## config.mk

```make
export PLATFORM = sky130hd
export DESIGN_NAME = audio_sample_feeder
export DESIGN_NICKNAME = d
export VERILOG_FILES = /design/src/rtl/audio_pkg.sv /design/src/rtl/sample_fifo.sv /design/src/rtl/audio_sample_feeder.sv
export SDC_FILE = /design/constraint.sdc
export NUM_CORES = 1
export LEC_CHECK = 0
export CAP_MARGIN = 20
export CELL_PAD_IN_SITES_DETAIL_PLACEMENT = 0
export CELL_PAD_IN_SITES_GLOBAL_PLACEMENT = 1
export CORE_MARGIN = 2
export CORE_UTILIZATION = 50
export CTS_CLUSTER_DIAMETER = 30
export DETAILED_ROUTE_END_ITERATION = 10
export HOLD_SLACK_MARGIN = 0.03
export PLACE_DENSITY = 0.82
export SETUP_SLACK_MARGIN = 0.05
export SLEW_MARGIN = 10
export SYNTH_ARGS = -nofsm -noshare
export SYNTH_HDL_FRONTEND = slang
export SYNTH_SLANG_ARGS = --single-unit
```

## constraint.sdc

```tcl
create_clock -name clock_i -period 3.66 [get_ports clock_i]
set_clock_uncertainty 0.1 [all_clocks]
set_input_delay 0.549 -clock clock_i [delete_from_list [all_inputs] [get_ports clock_i]]
set_output_delay 0.549 -clock clock_i [all_outputs]
set_load 0.01 [all_outputs]
```

## src/rtl/audio_pkg.sv

```systemverilog
// Shared types and helpers for the audio sample feeder: FSM state encoding
// and the sample-tick divisor derived from the clock and sampling rates.
package audio_pkg;

  typedef enum logic [1:0] {
    ST_IDLE,
    ST_LOAD,
    ST_RUN,
    ST_GAP
  } feeder_state_t;

  function automatic int unsigned TICK_DIVISOR(input int unsigned system_hz,
                                               input int unsigned sampling_hz);
    return system_hz / sampling_hz;
  endfunction

endpackage

```

## src/rtl/sample_fifo.sv

```systemverilog
// Power-of-two sample buffer; pointers wrap naturally, count is one bit wider
// so full and empty are distinguishable.
module sample_fifo #(
  parameter int unsigned WIDTH = 16,
  parameter int unsigned DEPTH = 8
) (
  input  logic                     clk_i,
  input  logic                     rst_i,
  input  logic                     push_i,
  input  logic [WIDTH-1:0]         data_i,
  input  logic                     pop_i,
  output logic [WIDTH-1:0]         data_o,
  output logic                     full_o,
  output logic                     empty_o,
  output logic [$clog2(DEPTH):0]   count_o
);

  localparam int unsigned PW = $clog2(DEPTH);
  localparam logic [PW:0] DEPTH_CNT = (PW+1)'(DEPTH);

  logic [WIDTH-1:0] mem_q [DEPTH];
  logic [PW-1:0]    wr_ptr_q;
  logic [PW-1:0]    rd_ptr_q;
  logic [PW:0]      count_q;
  logic             do_push;
  logic             do_pop;

  assign full_o  = (count_q == DEPTH_CNT);
  assign empty_o = (count_q == '0);
  assign count_o = count_q;
  assign data_o  = mem_q[rd_ptr_q];
  assign do_push = push_i && !full_o;
  assign do_pop  = pop_i && !empty_o;

  always_ff @(posedge clk_i) begin
    if (rst_i) begin
      wr_ptr_q <= '0;
      rd_ptr_q <= '0;
      count_q  <= '0;
    end else begin
      if (do_push) wr_ptr_q <= wr_ptr_q + PW'(1);
      if (do_pop)  rd_ptr_q <= rd_ptr_q + PW'(1);
      case ({do_push, do_pop})
        2'b10:   count_q <= count_q + (PW+1)'(1);
        2'b01:   count_q <= count_q - (PW+1)'(1);
        default: count_q <= count_q;
      endcase
    end
  end

  always_ff @(posedge clk_i) begin
    if (do_push) mem_q[wr_ptr_q] <= data_i;
  end

endmodule

```

## src/rtl/audio_sample_feeder.sv

```systemverilog
// Buffers producer samples and hands one word per sample tick to a downstream
// serializer, flagging underruns and ticks that arrive faster than service.
module audio_sample_feeder
  import audio_pkg::*;
#(
  parameter int unsigned WORD_LENGTH        = 16,
  parameter int unsigned SYSTEM_FREQUENCY   = 100000000,
  parameter int unsigned SAMPLING_FREQUENCY = 1000000,
  parameter int unsigned FIFO_DEPTH         = 8
) (
  input  logic                   clock_i,
  input  logic                   reset_i,
  input  logic [WORD_LENGTH-1:0] sample_i,
  input  logic                   sample_valid_i,
  output logic                   sample_ready_o,
  output logic [WORD_LENGTH-1:0] ser_data_o,
  output logic                   ser_enable_o,
  input  logic                   ser_done_i,
  output logic                   underrun_o,
  output logic                   late_o
);

  localparam int unsigned DIV = TICK_DIVISOR(SYSTEM_FREQUENCY, SAMPLING_FREQUENCY);
  localparam int unsigned CW  = (DIV > 1) ? $clog2(DIV) : 1;
  localparam logic [CW-1:0] TICK_LAST = CW'(DIV - 1);
  localparam int unsigned PW  = $clog2(FIFO_DEPTH);
  localparam logic [PW:0] DEPTH_CNT = (PW+1)'(FIFO_DEPTH);

  feeder_state_t          state_q, state_d;
  logic [CW-1:0]          tick_cnt_q, tick_cnt_d;
  logic                   pending_q, pending_d;
  logic                   late_q, late_d;
  logic [WORD_LENGTH-1:0] data_q, data_d;
  logic                   tick;

  logic                   fifo_push;
  logic                   fifo_pop;
  logic [WORD_LENGTH-1:0] fifo_head;
  logic                   fifo_full;
  logic                   fifo_empty;
  logic [PW:0]            fifo_count;

  assign sample_ready_o = (fifo_count < DEPTH_CNT);
  assign fifo_push      = sample_valid_i && !fifo_full;
  assign ser_data_o     = data_q;
  assign late_o         = late_q;

  sample_fifo #(
    .WIDTH (WORD_LENGTH),
    .DEPTH (FIFO_DEPTH)
  ) u_fifo (
    .clk_i   (clock_i),
    .rst_i   (reset_i),
    .push_i  (fifo_push),
    .data_i  (sample_i),
    .pop_i   (fifo_pop),
    .data_o  (fifo_head),
    .full_o  (fifo_full),
    .empty_o (fifo_empty),
    .count_o (fifo_count)
  );

  assign tick = (tick_cnt_q == TICK_LAST);

  always_comb begin
    tick_cnt_d = tick ? '0 : tick_cnt_q + CW'(1);
  end

  always_comb begin
    state_d      = state_q;
    pending_d    = pending_q;
    late_d       = late_q;
    data_d       = data_q;
    ser_enable_o = 1'b0;
    underrun_o   = 1'b0;
    fifo_pop     = 1'b0;

    case (state_q)
      ST_IDLE: begin
        if (tick || pending_q) begin
          state_d   = ST_LOAD;
          // a fresh tick landing while a pending one is consumed stays pending
          pending_d = tick && pending_q;
        end
      end
      ST_LOAD: begin
        if (!fifo_empty) begin
          fifo_pop = 1'b1;
          data_d   = fifo_head;
        end else begin
          underrun_o = 1'b1;
        end
        state_d = ST_RUN;
      end
      ST_RUN: begin
        ser_enable_o = 1'b1;
        if (ser_done_i) state_d = ST_GAP;
      end
      ST_GAP: begin
        state_d = ST_IDLE;
      end
      default: state_d = ST_IDLE;
    endcase

    if (tick) begin
      if (pending_q)               late_d    = 1'b1;
      else if (state_q != ST_IDLE) pending_d = 1'b1;
    end
  end

  always_ff @(posedge clock_i) begin
    if (reset_i) begin
      state_q    <= ST_IDLE;
      tick_cnt_q <= '0;
      pending_q  <= 1'b0;
      late_q     <= 1'b0;
      data_q     <= '0;
    end else begin
      state_q    <= state_d;
      tick_cnt_q <= tick_cnt_d;
      pending_q  <= pending_d;
      late_q     <= late_d;
      data_q     <= data_d;
    end
  end

endmodule
```

==> After elaboration in Yosys (flattened, before gate mapping) <==
Memory sizes are Yosys's and may differ from the RTL's. A register that Yosys moved wholly into a read port is not among the register bits.
Cells that the tools add are included.
{ "word_totals": {"reg_bits": 21, "latch_bits": 0, "mem_bits_rw": 128, "romBits": 0, "in_bits": 20, "output_inout_bits": 20, "wordCells": 55, "n_memories": 1} }
{ "mem_list": {"columns": ["memory", "depth", "width", "rd", "rd_ports_with_merged_regs", "wr", "line", "text"], "rows": [
  ["u_fifo.mem_q", 8, 16, 1, 1, 1, "sample_fifo.sv:21", "logic [WIDTH-1:0] mem_q [DEPTH];"]
]} }
{ "classes": {"add_sub_neg": 5, "mul": 0, "div_mod_pow": 0, "n_lt_le_gt_ge": 1, "n_eq_ne": 9, "shifts": 0, "n_mux": 16, "bitwise": 1, "reduce_logical": 15} }
{ "op_table": {"columns": ["op", "count"], "rows": [
  ["1-bit two-way mux", 12],
  ["2-bit case mux with 4 select lines", 1],
  ["4-bit case mux with 2 select lines", 1],
  ["7-bit by 1-bit adder with 7-bit output (second input constant)", 1],
  ["7-bit == test (second input constant)", 1],
  ["3-bit by 1-bit adder with 3-bit output (second input constant)", 2],
  ["2-bit == test (second input constant)", 3],
  ["2-bit AND reduction", 3],
  ["4-bit by 1-bit adder with 4-bit output (second input constant)", 1],
  ["2-bit by 1-bit == test with 1-bit output (second input constant)", 2],
  ["4-bit == test (second input constant)", 1],
  ["1-bit logical AND", 4],
  ["4-bit zero test", 1],
  ["4-bit < comparator (second input constant)", 1],
  ["2-bit two-way mux", 2],
  ["2-bit inequality test (second input constant)", 2],
  ["2-bit nonzero test", 2],
  ["4-bit by 1-bit subtractor with 4-bit output (second input constant)", 1],
  ["1-bit zero test", 2],
  ["2-bit zero test", 1],
  ["2-bit OR reduction", 1],
  ["1-bit logical OR", 1],
  ["1-bit NOT", 1]
]} }

==> Longest topological paths before layout <==
Gate-level depths: netlist (run 1).
{ "logic_depth": {"depth_word": 7, "mapped_depth": 11, "depth_no_buf": 10} }

==> Hierarchy <==
A second synthesis (run 1) with hierarchy kept.
{ "hier_totals": {"cells_unflattened": 386, "hier_area_um2": 6613.8} }
{ "by_module_without_submodules": {"columns": ["mod", "n_inst", "cells_each", "area_each_um2", "seq_area_each_um2"], "rows": [
  ["sample_fifo", 1, 259, 5516.5, 4103.9],
  ["audio_sample_feeder", 1, 127, 1097.3, 540.5]
]} }

==> Least setup slack after synthesis (run 1) <==
OpenSTA, ideal clock, no wires.
{ "synth_path": {"kind": "reg2reg", "start": "register u_fifo.count_q[0] (netlist: u_fifo.count_o[0])", "end": "memory u_fifo.mem_q[0][0], enable pin", "setup_ns": 0.430, "t_arrival_ns": 2.294, "required_ns": 3.130, "slack_ns": 0.836, "path_stages_with_launch": 4, "n_path_buf": 0, "synth_period_minus_slack_ns": 2.824, "cell_sequence": "dfxtp_1 -> or3_1 -> o21ai_4 -> nor4_1"} }
{ "synth_via": {"elab_chain_cells": 6} }
{ "synth_rtl": {"columns": ["item", "line", "text"], "rows": [
  ["start: declaration", "sample_fifo.sv:24", "logic [PW:0] count_q;"],
  ["start signal: assignment", "sample_fifo.sv:44", "2'b10: count_q <= count_q + (PW+1)'(1);"],
  ["start signal: assignment", "sample_fifo.sv:45", "2'b01: count_q <= count_q - (PW+1)'(1);"],
  ["start signal: assignment", "sample_fifo.sv:46", "default: count_q <= count_q;"],
  ["4-bit == test (*)", "sample_fifo.sv:28", "assign full_o = (count_q == DEPTH_CNT);"],
  ["1-bit zero test (*)", "sample_fifo.sv:32, audio_sample_feeder.sv:44", null],
  ["1-bit logical AND", "audio_sample_feeder.sv:44", "assign fifo_push = sample_valid_i && !fifo_full;"],
  ["1-bit logical AND (*)", "sample_fifo.sv:32", "assign do_push = push_i && !full_o;"],
  ["1-bit two-way mux (*)", "sample_fifo.sv:52", "if (do_push) mem_q[wr_ptr_q] <= data_i;"],
  ["1-bit two-way mux (implied by the code) (*)", "sample_fifo.sv:52", null],
  ["end: declaration", "sample_fifo.sv:21", null]
]} }
Every way passes the cells marked *; elsewhere a longest branch is shown, timed or not.

==> Worst setup path in the final report (run 1) <==
{ "layout_path": {"start": "register u_fifo.count_q[0] (netlist: u_fifo.count_o[0])", "end": "register u_fifo.count_q[2] (netlist: u_fifo.count_o[2])"} }
{ "layout_via": {"elab_chain_cells": 6, "elab_cells_between_ends": 15, "cone_classes": "2 x add/sub; 3 x eq/ne; 3 x mux; 7 x reduce/logical"} }
{ "layout_rtl": {"columns": ["item", "line", "text"], "rows": [
  ["4-bit zero test or 4-bit == test (tied branches)", "sample_fifo.sv:29, sample_fifo.sv:28", null],
  ["1-bit two-way mux or 1-bit zero test (tied branches)", "audio_sample_feeder.sv:87, sample_fifo.sv:32, audio_sample_feeder.sv:44", null],
  ["1-bit two-way mux or 1-bit logical AND (tied branches)", "audio_sample_feeder.sv:78, audio_sample_feeder.sv:44", null],
  ["1-bit logical AND, on equally long branches", "sample_fifo.sv:33, sample_fifo.sv:32", null],
  ["2-bit by 1-bit == test with 1-bit output or 2-bit == test (tied branches)", "sample_fifo.sv:43", "case ({do_push, do_pop})"],
  ["4-bit case mux with 2 select lines or 2-bit nonzero test (tied branches)", null, null]
]} }
Several ways; a longest one is shown, not always the timed one.
A chain may end at the register's enable or synchronous reset.

==> results.yml, run 1 <==
global_route:
  antenna_found_initial: 0
  grt.overflow.total: 0
  grt_pass1_vias: 3378
  track_usage: 0.193
  grt_max_degree: 34
  grt_pass1_wl_mm: 18.5
placed_design:
  place_area_um2: 7040
  dp_hpwl_mm: 7.26
  io_buffers: 39
  routabilityCongestion: 0.781
setup_path:
  crit_path_end_kind: "flop"
  r2r_start: "u_fifo.count_o[0]"
  r2r_slack_ps: 990
  cp-startpoint: "u_fifo.count_o[0]"
  start_kind: "flop"
  r2r-end: "u_fifo.count_o[2]"
  r2r_cells: 9
  critPathCapture: "u_fifo.count_o[2]"
  cp_data_required_time_ps: 3910
  critPathMaxFanout: 8
  crit_type: "reg2reg"
  arrival_ps: 2920
pwr:
  power.density_nw_per_um2: 571
  ir_drop_v: 0.000382
  static-leakage-power_nw: 2.51
die:
  core.rowCount: 41
  die_w_um: 117
  dieArea_um2: 13700
  die_h_um: 117
  core_um2: 12600
  num_io_pins: 40
  start_util: 0.510
route:
  drt_iter0_drc: 263
  route.vias.total: 3328
  first_pass_iters: 5
  antenna_left: 0
  via_per_inst: 5.52
  drc_errors: 0
  wl_per_cell_um: 19.4
  routed_wl_mm: 11.7
timing:
  rsz0062_at_grt: "false"
  period_needed_ps: 2670
  finalSetupTns_ps: 0
  worst_slew_margin_rel: 0.390
  final-hold-violation-count: 0
  worst_pin_slew_ps: 915
  drv_slew: 0
  finalCritPeriodShare: 0.730
  clock.fmax_mhz: 374
  setup_viol: 0
clocking:
  cts.sinks: 165
  clk_pin_slew_worst_paths_ps: 60
  numCtsBuffers: 17
  clockBufferDepth: 2
  h-tree-depth: 4
  cts_resized: 0
  cts_hold_buf: 0
  cts_tree: "built"
  cts-root-buf: "clkbuf_16"
  clock_latency_ps: 420
  post_cts_buffers: 0
cells_and_area:
  nNetsFinal: 448
  drive_gt1_frac: 0.227
  diodes: 0
  fillers: 924
  syn_to_final_growth_pct: 19.1
  final_cell_area_um2: 7630
synthesis:
  synth-compound-area-share: 0.0361
  synth_top_area_share: 0.600
  ys_seq_elements: 165
  netlist_area_um2: 6410
  yosys-top-cells-area: "edfxtp_1, dfxtp_1, mux4_2"
  synth_seq_area_share: 0.716
  synthXorXnorAreaFrac: 0.0164
  synth_area_per_cell_um2: 17.6
  yosysWarningCount: 0
  synth_mux_area_frac: 0.121
  synth_fp_nets: 393
  syn_inst: 363
  synthAdderAreaFrac: 0.0211
  synth_area_leader_cell: "edfxtp_1"
  synthSimpleGateAreaFrac: 0.0709
  synth_top_family_by_area: "multiplexers"
  synth.distinct_cells: 40
run_status:
  status: "completed"
job:
  maxCapViolations: 0
worst_hold_path:
  worstHoldPathType: "reg2reg"
==> layout by cell type, fill, tap and decap left out, drive strengths merged, types with 2 or more instances in the layout <==
cell,instances
a211oi,2
a21oi,5
buf,13
bufinv,3
clkbuf,19
clkdlybuf4s50,39
clkinv,7
clkinvlp,2
dfxtp,37
edfxtp,128
ha,10
inv,7
mux2i,4
mux4,32
nand2,6
nand2b,5
nand3,6
nor2,41
nor3,20
o211ai,2
o21ai,3
o22ai,15
or3,2
xnor2,4
xor2,8
==> registers in the layout, summed over array words and instances, names as in the netlist <==
| name | flops |
|---|---|
| u_fifo.mem_q | 128 |
| ser_data_o | 16 |
| tick_cnt_q | 7 |
| u_fifo.count_o | 4 |
| u_fifo.rd_ptr_q | 3 |
| u_fifo.wr_ptr_q | 3 |
| state_q | 2 |
| late_o | 1 |
| pending_q | 1 |
==> metal layers <==
metal  vias to the layer above  routed length [um]  GRT usage
met4                         0                  84     0.0651
met2                        99                6170      0.315
li1                       1532                   -          -
met5                         -                   0          0
met3                         7                 622     0.0582
met1                      1690                4850      0.251
==> kinds of logic (layout without fill, tap and decap cells) <==
logic type,Yosys count,in the layout
compound gates,32,32
fa+ha+maj,11,11
simple gates,84,84
xor+xnor,12,12
flops,165,165
buf+inv,22,90
mux,37,37
==> critical path, stage by stage, from the launching register on <==
cell     delay [ps]
dfxtp_1         370
or3_1           470
o21ai_4         330
ha_1            330
xor2_1          180
ha_1            170
a21oi_1          50
xor2_1          160
or3_1           300
a21oi_1         140
==> final cells by class <==
cell class | count | area, um^2 | area share
tap | 172 | 215 | 0.0282
multi-input combinational | 176 | 1720 | 0.226
timing repair buffer | 52 | 488 | 0.0640
clock inverter | 13 | 159 | 0.0208
inverter | 6 | 22.5 | 0.00295
clock buffer | 19 | 433 | 0.0567
sequential | 165 | 4590 | 0.601
==> report_power, final <==
part           internal (W)  switching [W]  leakage, nW
clock               0.00107       0.000682        0.285
combinational      0.000218       0.000227        0.761
sequential          0.00210      0.0000503         1.46
total               0.00339       0.000960         2.51
==> through the flow <==
| step | total power [W] | setup WS, ps | hold WS (ps) | util | std cells |
|---|---|---|---|---|---|
| final | 0.00435 | 986 | 365 | 0.607 | 603 |
| after global routing | 0.00452 | 806 | 401 | 0.607 | 603 |
| after CTS | 0.00441 | 971 | 371 | 0.607 | 603 |
| after detailed placement | 0.00265 | 908 | 357 | 0.560 | 571 |
| after global placement | 0.00263 | 979 | 345 | 0.560 | 571 |
| after floorplan | 0.00248 | 836 | 330 | - | 363 |
==> cells in the mapped netlist <==
cell type  number
a211o_1         1
a211oi_1        2
a21o_1          1
a21oi_1         5
a311o_1         1
a41oi_1         1
and3_1          1
buf_1           2
buf_2           3
buf_4           3
buf_6           2
buf_8           1
clkbuf_1        5
dfxtp_1        37
edfxtp_1      128
ha_1           10
inv_1           6
maj3_1          1
mux2_2          1
mux2i_1         4
mux4_2         32
nand2_1         5
nand2_4         1
nand2b_1        4
nand2b_4        1
nand3_1         6
nor2_1         41
nor2b_1         1
nor3_1          9
nor3_2         11
nor4_1          1
nor4b_2         1
o211ai_1        2
o21ai_0         2
o21ai_4         1
o22ai_1        15
o41a_4          1
or3_1           2
xnor2_1         4
xor2_1          8
==> how the worst min path moves through the flow <==
stage,start,end,cells after the start
2_1_floorplan,tick_cnt_q[0],tick_cnt_q[0],1
3_3_place_gp,tick_cnt_q[0],tick_cnt_q[0],1
3_5_place_dp,tick_cnt_q[0],tick_cnt_q[0],1
4_1_cts,tick_cnt_q[0],tick_cnt_q[0],1
5_1_grt,tick_cnt_q[0],tick_cnt_q[0],1
6_report,tick_cnt_q[0],tick_cnt_q[0],1
Power figures use the tool's default switching activity.
==> inputs of run 2 (changes only) <==
--- a/config.mk
+++ b/config.mk
@@ -9,11 +9,11 @@
 export CELL_PAD_IN_SITES_DETAIL_PLACEMENT = 0
 export CELL_PAD_IN_SITES_GLOBAL_PLACEMENT = 1
 export CORE_MARGIN = 2
-export CORE_UTILIZATION = 50
+export CORE_UTILIZATION = 46
 export CTS_CLUSTER_DIAMETER = 30
 export DETAILED_ROUTE_END_ITERATION = 10
 export HOLD_SLACK_MARGIN = 0.03
-export PLACE_DENSITY = 0.82
+export PLACE_DENSITY = 0.8
 export SETUP_SLACK_MARGIN = 0.05
 export SLEW_MARGIN = 10
 export SYNTH_ARGS = -nofsm -noshare
==> constraint.sdc (replaced) <==
create_clock -name clock_i -period 2.39 [get_ports clock_i]
set_clock_uncertainty 0.1 [all_clocks]
set_input_delay 0.3585 -clock clock_i [delete_from_list [all_inputs] [get_ports clock_i]]
set_output_delay 0.3585 -clock clock_i [all_outputs]
set_load 0.01 [all_outputs]
==> results.yml, run 2 (synthesis results as in run 1) <==
die:
  num_io_pins: 40
  core.rowCount: 43
  dieArea_um2: 14900
  die_w_um: 122
  start_util: 0.467
  die_h_um: 122
  core_um2: 13700
timing:
  drv_slew: 0
  setup_slack_ps: 122
  setup_viol: 0
  final-hold-violation-count: 0
  clock.fmax_mhz: 441
  worst_pin_slew_ps: 643
  period_needed_ps: 2270
  timing.hold.ws_ps: 363
  worst_slew_margin_rel: 0.570
  rsz0062_at_grt: "false"
  finalCritPeriodShare: 0.949
global_route:
  grt_max_degree: 34
  grt_pass1_vias: 3374
  antenna_found_initial: 0
  grt.overflow.total: 0
  track_usage: 0.173
  grt_pass1_wl_mm: 18.5
run_status:
  status: "completed"
clocking:
  cts-root-buf: "clkbuf_16"
  clk_pin_slew_worst_paths_ps: 60
  h-tree-depth: 4
  cts.sinks: 165
  cts_hold_buf: 0
  clockBufferDepth: 2
  numCtsBuffers: 17
  post_cts_buffers: 0
  cts_tree: "built"
  clock_latency_ps: 410
cells_and_area:
  largest_reg_flops: 128
  diodes: 0
  final_cell_mix: "edfxtp_1, nor2_1, clkdlybuf4s50_1, dfxtp_1, mux4_2"
  nNetsFinal: 452
  layout_commonest_cell: "edfxtp_1"
  syn_to_final_growth_pct: 21.9
  max_flop_register: "u_fifo.mem_q"
  drive_gt1_frac: 0.253
  post-route-util: 0.569
  instances_no_fill: 615
route:
  first_pass_iters: 4
  drt_iter0_drc: 262
  via_per_inst: 5.48
  wl_per_cell_um: 19.4
  routed_wl_mm: 11.9
  route.vias.total: 3373
  antenna_left: 0
  drc_errors: 0
setup_path:
  arrival_ps: 2470
  cp_data_required_time_ps: 2590
  crit_type: "reg2reg"
  cp_num_buf_inv: 1
  crit_chain: "or3_4 -> o21ai_4 -> buf_6 -> ha_2 -> a211o_1 -> nand3_1 -> a21oi_2 -> mux2_2"
  crit_path_end_kind: "flop"
  critPathMaxFanout: 7
  start_kind: "flop"
  critical-path-max-stage-delay_ps: 420
  cp_top_family: "simple AND/OR/NAND/NOR gates"
  crit_slowest_cell: "or3_4"
worst_hold_path:
  worstHoldPathType: "reg2reg"
pwr:
  power.density_nw_per_um2: 851
  power_w: 0.00665
  ir_drop_v: 0.000670
  static-leakage-power_nw: 2.56
placed_design:
  dp_slack_ps: -11.6
  dp_hpwl_mm: 6.83
  routabilityCongestion: 0.721
  io_buffers: 39
  dp_cells: 583
job:
  maxCapViolations: 0
run 2: layout make-up:
type | instances | area [um^2]
clock inverters | 14 | 140
repair buffers | 56 | 637
clock buffers | 18 | 429
fillers | 1061 | 5910
well taps | 180 | 225
multi-input cells | 176 | 1770
flip-flops and latches | 165 | 4590
inverters | 6 | 22.5
run 2: path summary, 6_finish.rpt:
path                                     endpoint  cells after the start              start  slack [ps]
worst max-delay path            u_fifo.count_o[3]                      8  u_fifo.count_o[0]         120
worst min-delay path                tick_cnt_q[0]                      1      tick_cnt_q[0]         360
worst min register to register      tick_cnt_q[0]                      1      tick_cnt_q[0]         360
worst max register to register  u_fifo.count_o[3]                      8  u_fifo.count_o[0]         120
run 2: timing repair:
action,4_1_cts,5_1_grt
pin swaps,0,2
endpoints found under the setup margin,2,3
gates resized for setup,3,5
run 2: worst register-to-register path: stages, from the launching register on:
cell and delay (ps):
dfxtp_2 350, or3_4 420, o21ai_4 180, buf_6 170, ha_2 220, a211o_1 110
nand3_1 90, a21oi_2 170, mux2_2 340
run 2: report_power, final:
part / total [W] / switching (W) / internal, W
registers: 0.00330 / 0.0000778 / 0.00322
logic: 0.000753 / 0.000373 / 0.000380
clock network: 0.00259 / 0.00113 / 0.00146
total: 0.00665 / 0.00158 / 0.00507
run 2: routing by layer:
| layer | global-route usage | vias to the layer above | part of all wire |
|---|---|---|---|
| met2 | 0.278 | 93 | 0.49 |
| met1 | 0.222 | 1721 | 0.44 |
| met4 | 0.0647 | 0 | 0.020 |
| met3 | 0.0520 | 20 | 0.051 |
| li1 | - | 1539 | - |
| met5 | 0 | - | 0 |
run 2: through the flow:
step | instance area (um^2) | TNS [ps]
after floorplan | 6440 | -98.8
after global placement | 7210 | 0
after detailed placement | 7210 | -11.6
after CTS | 7790 | 0
after global routing | 7810 | 0
final | 7810 | 0
==> inputs of run 3 (changes only) <==
--- a/config.mk
+++ b/config.mk
@@ -15,7 +15,6 @@
 export HOLD_SLACK_MARGIN = 0.03
 export PLACE_DENSITY = 0.8
 export SETUP_SLACK_MARGIN = 0.05
-export SLEW_MARGIN = 10
 export SYNTH_ARGS = -nofsm -noshare
 export SYNTH_HDL_FRONTEND = slang
 export SYNTH_SLANG_ARGS = --single-unit
==> results of run 3 <==
Same layout as run 2: the final DEF is identical, and so are final timing and power.
